===== src/rtl/dsm_decimator.sv =====
// dsm_decimator: 1-bit delta-sigma bitstream to signed PCM via 2nd-order CIC
// (R = 2**DECIM_LOG2, M = 1) followed by a scale/saturate output stage.
// Ports: clk, rst_n (async, active low), enb (bit-rate enable),
//   dsm_in (1 -> +1, 0 -> -1), dout (signed OUT_W), dout_valid (1-cycle strobe).
// Optional: DSM_DECIMATOR_ROUND_EN selects round-half-up before the shift.
module dsm_decimator #(
  parameter int DECIM_LOG2 = 6,
  parameter int OUT_W      = 8
) (
  input  logic                    clk,
  input  logic                    rst_n,
  input  logic                    enb,
  input  logic                    dsm_in,
  output logic signed [OUT_W-1:0] dout,
  output logic                    dout_valid
);

  localparam int W  = 2*DECIM_LOG2 + 2;
  localparam int SH = 2*DECIM_LOG2 - (OUT_W - 1);

  localparam logic [DECIM_LOG2-1:0] LAST = '1;

  localparam logic signed [W:0] MAXV =
    (W+1)'((1 << (OUT_W-1)) - 1);
  localparam logic signed [W:0] MINV = ~MAXV;

`ifdef DSM_DECIMATOR_ROUND_EN
  // Half an output LSB; zero when SH = 0.
  localparam logic signed [W:0] RND =
    ((W+1)'(1) << SH) >>> 1;
`endif

  logic signed [W-1:0]     int1;
  logic signed [W-1:0]     int2;
  logic signed [W-1:0]     d1;
  logic signed [W-1:0]     d2;
  logic [DECIM_LOG2-1:0]   phase;
  logic [1:0]              warm;

  logic signed [W-1:0]     x;
  logic signed [W-1:0]     c1;
  logic signed [W-1:0]     c2;
  logic signed [W:0]       c2x;
  logic signed [W:0]       pre;
  logic signed [W:0]       shf;
  logic signed [OUT_W-1:0] sat_v;
  logic                    epoch_end;

  // +1 is 0..01, -1 is 1..11.
  always_comb begin
    x = {{(W-1){~dsm_in}}, 1'b1};
  end

  always_comb begin
    epoch_end = enb && (phase == LAST);
  end

  // Comb section, evaluated on the pre-update int2.
  always_comb begin
    c1  = int2 - d1;
    c2  = c1 - d2;
    c2x = {c2[W-1], c2};
`ifdef DSM_DECIMATOR_ROUND_EN
    pre = c2x + RND;
`else
    pre = c2x;
`endif
    shf = pre >>> SH;
  end

  // Full-scale +1 lands exactly one above MAXV.
  always_comb begin
    if (shf > MAXV) begin
      sat_v = MAXV[OUT_W-1:0];
    end else if (shf < MINV) begin
      sat_v = MINV[OUT_W-1:0];
    end else begin
      sat_v = shf[OUT_W-1:0];
    end
  end

  always_ff @(posedge clk or negedge rst_n) begin
    if (!rst_n) begin
      int1  <= '0;
      int2  <= '0;
      phase <= '0;
    end else if (enb) begin
      int1  <= int1 + x;
      int2  <= int2 + int1;
      phase <= phase + DECIM_LOG2'(1);
    end
  end

  always_ff @(posedge clk or negedge rst_n) begin
    if (!rst_n) begin
      d1 <= '0;
      d2 <= '0;
    end else if (epoch_end) begin
      d1 <= int2;
      d2 <= c1;
    end
  end

  // The first two epochs carry the CIC start-up transient.
  always_ff @(posedge clk or negedge rst_n) begin
    if (!rst_n) begin
      warm       <= '0;
      dout       <= '0;
      dout_valid <= 1'b0;
    end else begin
      dout_valid <= 1'b0;
      if (epoch_end) begin
        dout <= sat_v;
        if (warm == 2'd2) begin
          dout_valid <= 1'b1;
        end else begin
          warm <= warm + 2'd1;
        end
      end
    end
  end

endmodule


===== config.mk =====
export PLATFORM = sky130hd
export DESIGN_NAME = dsm_decimator
export DESIGN_NICKNAME = d
export VERILOG_FILES = /design/src/rtl/dsm_decimator.sv
export SDC_FILE = /design/constraint.sdc
export NUM_CORES = 1
export LEC_CHECK = 0
export BUFFER_PORTS_ARGS = -buffer_cell sky130_fd_sc_hd__buf_2
export CAP_MARGIN = 15
export CORE_MARGIN = 5
export CORE_UTILIZATION = 50
export CTS_BUF_LIST = sky130_fd_sc_hd__clkbuf_4 sky130_fd_sc_hd__clkbuf_8
export DETAILED_ROUTE_END_ITERATION = 10
export PLACE_DENSITY = 0.7
export SYNTH_ARGS = -nofsm -noshare
export SYNTH_HDL_FRONTEND = slang
export SYNTH_SLANG_ARGS = --single-unit

===== constraint.sdc =====
create_clock -name clk -period 8.7 [get_ports clk]
set_clock_uncertainty 0.1 [all_clocks]
set_input_delay 1.305 -clock clk [delete_from_list [all_inputs] [get_ports clk]]
set_output_delay 1.305 -clock clk [all_outputs]
set_load 0.02 [all_outputs]

Word level (Yosys, flattened, before mapping)
Cells that the tools add are included.
Storage, ports and cells
  register bits after elaboration: 73
  word-level logic and storage cells: 26
  output and inout bits: 9
Cells by class
  magnitude comparators: 2
  bitwise operators: 2
  reductions and logical operators: 2
  $add $sub $neg: 6
  eq/ne operators: 2
  muxes and demuxes: 4
Operators by type and width (number)
  $sub 14x14->14: 2
  $mux 8: 2
  $add 14x14->14: 1
  $add 14x2->14: 1
  $gt 9x8->1 const B: 1
  $lt 9x8->1 const B: 1
  $add 6x1->6 const B: 1
  $eq 6x6->1 const B: 1
  $add 2x1->2 const B: 1
  $eq 2x2->1 const B: 1
  $mux 1: 2
  $not 1->1: 2
  $reduce_and 2->1: 1
  $logic_and 1x1->1: 1

Logic depth before layout (Yosys ltp)
  depth in word-level cells: 5
  mapped depth: 19
  mapped depth without buffers: 19

Worst setup path after synthesis
OpenSTA, ideal clock, no wires.
  kind: reg2reg
  start point: reg int2[0]
  end point: reg dout[0]
  arrival time: 3566 ps
  setup time: 125 ps
  path slack: 4908 ps
  path buffers: 0
  cell stages (with the launch flop): 18
  period minus slack after synthesis: 3792 ps
  path through: dfrtp_1 -> inv_1 -> ha_1 -> fa_1 -> nor2b_1 -> o21ai_0 -> a21o_1 -> a21oi_1 -> o2111ai_1 -> a32oi_1 -> xor2_1 -> ha_1 -> nand3_1 -> o211ai_1 -> a211oi_2 -> xnor3_2 -> o21ai_4 -> o21ai_1
On the way
  longest elaborated chain between the ends: 5
Ends and longest elaborated chain
  from (decl): RTL line 34  | logic signed [W-1:0] int2;
  from (signal assigned): RTL line 89  | int2 <= int2 + int1;
  $sub 14x14->14 *: RTL line 60  | c1 = int2 - d1;
  via c1[12]: RTL line 41  | logic signed [W-1:0] c1;
  $sub 14x14->14 *: RTL line 61  | c2 = c1 - d2;
  $lt 9x8->1: RTL line 75  | end else if (shf < MINV) begin
  $mux 8: RTL line 75
  $mux 8 *: RTL line 73  | if (shf > MAXV) begin
  to (signal assigned): RTL line 113  | dout <= sat_v;
  to (decl): RTL line 14  | output logic signed [OUT_W-1:0] dout,
The timed path passes the listed nets; every way through them passes the cells marked *.
A chain may end at the register's enable or synchronous reset.

Worst setup path after layout
  start point: reg int2[0]
  end point: reg dout[2]
Same word-level chain as after synthesis.

==> flow_metrics.py <==
metrics = {
    "grt": {
        "grt-ovfl-total": 0,
        "groute.usage.overall_pct": 16.5,
        "grt_pass1_wl_um": 15900,
        "grt_start_max_net_pins": 74,
        "antenna_found_initial": 0,
        "grt_pass1_vias": 3602,
    },
    "synth": {
        "synth_area_leader_cell": "dfrtp_1",
        "synth_warnings": 0,
        "synthFlopType": "dfrtp_1",
        "synthCells": 537,
        "synth_edf_count": 0,
        "synth-seq-cells": 73,
        "ys_seq_area_share_pct": 36.9,
        "async_flop_share_pct": 100,
        "synth.area.top_cells": "dfrtp_1 (37%), ha_1 (13%), xnor2_1 (5.0%), o21ai_0 (4.4%), mux2_2 (4.3%)",
        "synth_area_sq_um": 4950,
        "synth_cell_type_count": 49,
        "syn_area_per_cell_sq_um": 9.22,
        "synth_fp_nets": 596,
        "synth_top_area_share_pct": 36.9,
    },
    "sta": {
        "setup_tns_ns": 0,
        "tightest_slew_ns": 0.937,
        "slew_headroom_pct": 37.6,
        "max_freq_ghz": 0.238,
        "slew_viol_final": 0,
        "rsz0062_at_grt": "false",
        "finalCritPeriodShare_pct": 48.3,
        "fin_crit_ns": 4.20,
        "final_hold_viol_count": 0,
        "setup_violations": 0,
    },
    "worst_setup_path": {
        "required_ns": 8.84,
        "path_buf_inv": 1,
        "cp-start-kind": "flop",
        "cp_num_cells": 17,
        "cp_max_fo": 10,
        "cp_slowest_cell": "xnor3_2",
        "crit_family": "compound AO/OA/AOI/OAI gates",
        "cpPeakStageDelay_ns": 0.49,
        "crit_path_end_kind": "flop",
        "path_cells": "inv_1, ha_1, fa_1, nor2b_1, o21ai_0, a21o_1, a21oi_1, o2111ai_1, a32oi_1, xor2_1, ha_1, nand3_1, o211ai_1, a211oi_2, xnor3_2, o21ai_4, o21ai_1",
        "critPathKind": "reg2reg",
        "critical_path.most_common_cell": "ha_1",
        "arrival_ns": 4.34,
        "r2r.worst_path.cells": 17,
    },
    "die": {
        "die_h_um": 110,
        "start_util_pct": 50.9,
        "die_w_um": 110,
        "io_pins": 13,
        "num_rows": 36,
        "coreArea_sq_um": 9730,
        "die_area_sq_um": 12000,
    },
    "routing": {
        "wl_per_cell_um": 13.2,
        "drc": 0,
        "drt_wl_total_um": 9110,
        "routed_via_density": 5.41,
        "drtIter0Drc": 167,
        "num_vias": 3720,
        "firstDrtPassIters": 4,
        "ant_nets": 0,
    },
    "placed_design": {
        "port-buffer-count": 12,
        "hpwl_um": 6550,
        "gp_congestion": 0.795,
    },
    "clock_tree": {
        "clock_path_buffers": 2,
        "cts_setup_buffers": 0,
        "clockRootBuffer": "clkbuf_8",
        "cts_inserted_buffers": 9,
        "clk_pin_slew_ns": 0.08,
        "cts_tree": "done",
        "worstSkewPairLatency_ns": 0.36,
        "cts_sinks": 73,
        "postCtsHoldBufs": 0,
        "cts_resized": 0,
        "htreeDepth": 3,
    },
    "layout": {
        "layout-drive-gt1-share_pct": 10.5,
        "syn_to_final_growth_pct": 8.62,
        "diodes": 0,
        "fin_nets": 609,
    },
    "run_status": {
        "status": "finished, final reports clean",
    },
    "worst_hold_path": {
        "min_path_cells": 2,
        "hold_path.class": "reg2reg",
    },
    "run": {
        "maxCapViolCount": 0,
    },
}
==> per-stage QoR <==
stage	hold WS (ns)	instance area, sq um	cells	worst slack (ns)	utilization, %
CTS	0.383	5380	688	4.47	55.3
finish	0.383	5380	688	4.50	55.3
global placement	0.359	5150	672	4.61	52.9
detailed placement	0.366	5150	672	4.50	52.9
floorplan	0.342	4950	537	4.91	-
global route	0.406	5380	688	4.10	55.3
==> metal layers <==
layer	GRT usage, %	share of wire (%)
met1	20.3	47
met2	28.9	49
met3	4.40	3.4
met4	3.92	0.96
met5	0	0
==> cells in the final DEF, fill, tap and decap left out, drive strengths merged, types with 9 or more instances in the layout <==
cell and n:
a21o 13, mux2 19, o21ai 55, ha 52
dfrtp 73, clkbuf 10, a21oi 41, inv 44
xor2 14, xnor2 28, nand2 57, buf 14
nor2 34, nor3 9, o21a 11
==> worst register-to-register path, cell delays in order, from the launching register on <==
cell and delay, ns:
dfrtp_1 0.36, inv_1 0.07, ha_1 0.22, fa_1 0.40, nor2b_1 0.11, o21ai_0 0.11, a21o_1 0.21, a21oi_1 0.25
o2111ai_1 0.18, a32oi_1 0.25, xor2_1 0.21, ha_1 0.32, nand3_1 0.14, o211ai_1 0.11, a211oi_2 0.25, xnor3_2 0.49
o21ai_4 0.22, o21ai_1 0.09
==> synthesized netlist by cell type, types with 2 or more instances <==
cell and instances:
a211oi_1 4, nor3_1 9, nand4b_1 2, and2_1 3, a21oi_1 40, o21ai_1 9, o22ai_1 4, fa_1 3
clkbuf_1 12, o21ai_0 44, a22oi_1 2, a21o_1 12, nand2b_1 8, nor2b_1 4, o31ai_1 8, xnor2_1 28
dfrtp_1 73, and3_1 2, a31oi_1 2, nand4_1 4, o21bai_1 4, or3_1 3, xor2_1 14, o21a_1 11
mux2_2 19, nor2_1 34, inv_1 43, ha_1 52, nand3_1 7, nand2_1 57, a211o_1 2
==> path summary, 6_finish.rpt <==
check / start / slack [ns] / to
max: int2[0] / 4.50 / dout[2]
min: dout[7] / 0.38 / dout[7]
max reg2reg: int2[0] / 4.50 / dout[2]
min reg2reg: dout[7] / 0.38 / dout[7]
max in group asynchronous: rst_n / 6.91 / d1[12]
min in group asynchronous: rst_n / 0.97 / phase[2]
==> registers in the layout, indices dropped and copies added, names as in the netlist <==
name and flops:
d1 14, d2 14, int1 14, int2 14, dout 8, phase 6
warm 2, dout_valid 1
==> kinds of logic (layout without fill, tap and decap cells) <==
logic type / after synthesis / after routing / share of synthesized area, %
buf+inv: 55 / 73 / 4.17
flops: 73 / 73 / 36.9
xor+xnor: 43 / 43 / 7.91
simple gates: 135 / 135 / 12.3
mux: 19 / 19 / 4.32
compound gates: 157 / 157 / 20.1
fa+ha+maj: 55 / 55 / 14.4
==> layout make-up <==
| cell class | instances | area (sq um) |
|---|---|---|
| fill | 904 | 4350 |
| multi-input combinational | 409 | 2920 |
| sequential | 73 | 1830 |
| tap | 133 | 166 |
| inverter | 43 | 161 |
| clock buffer | 10 | 138 |
| clock inverter | 6 | 90.1 |
| timing repair buffer | 14 | 77.6 |
Power is not shown: default switching activity piles up to over one toggle a cycle in this logic, so the estimate is an artifact.
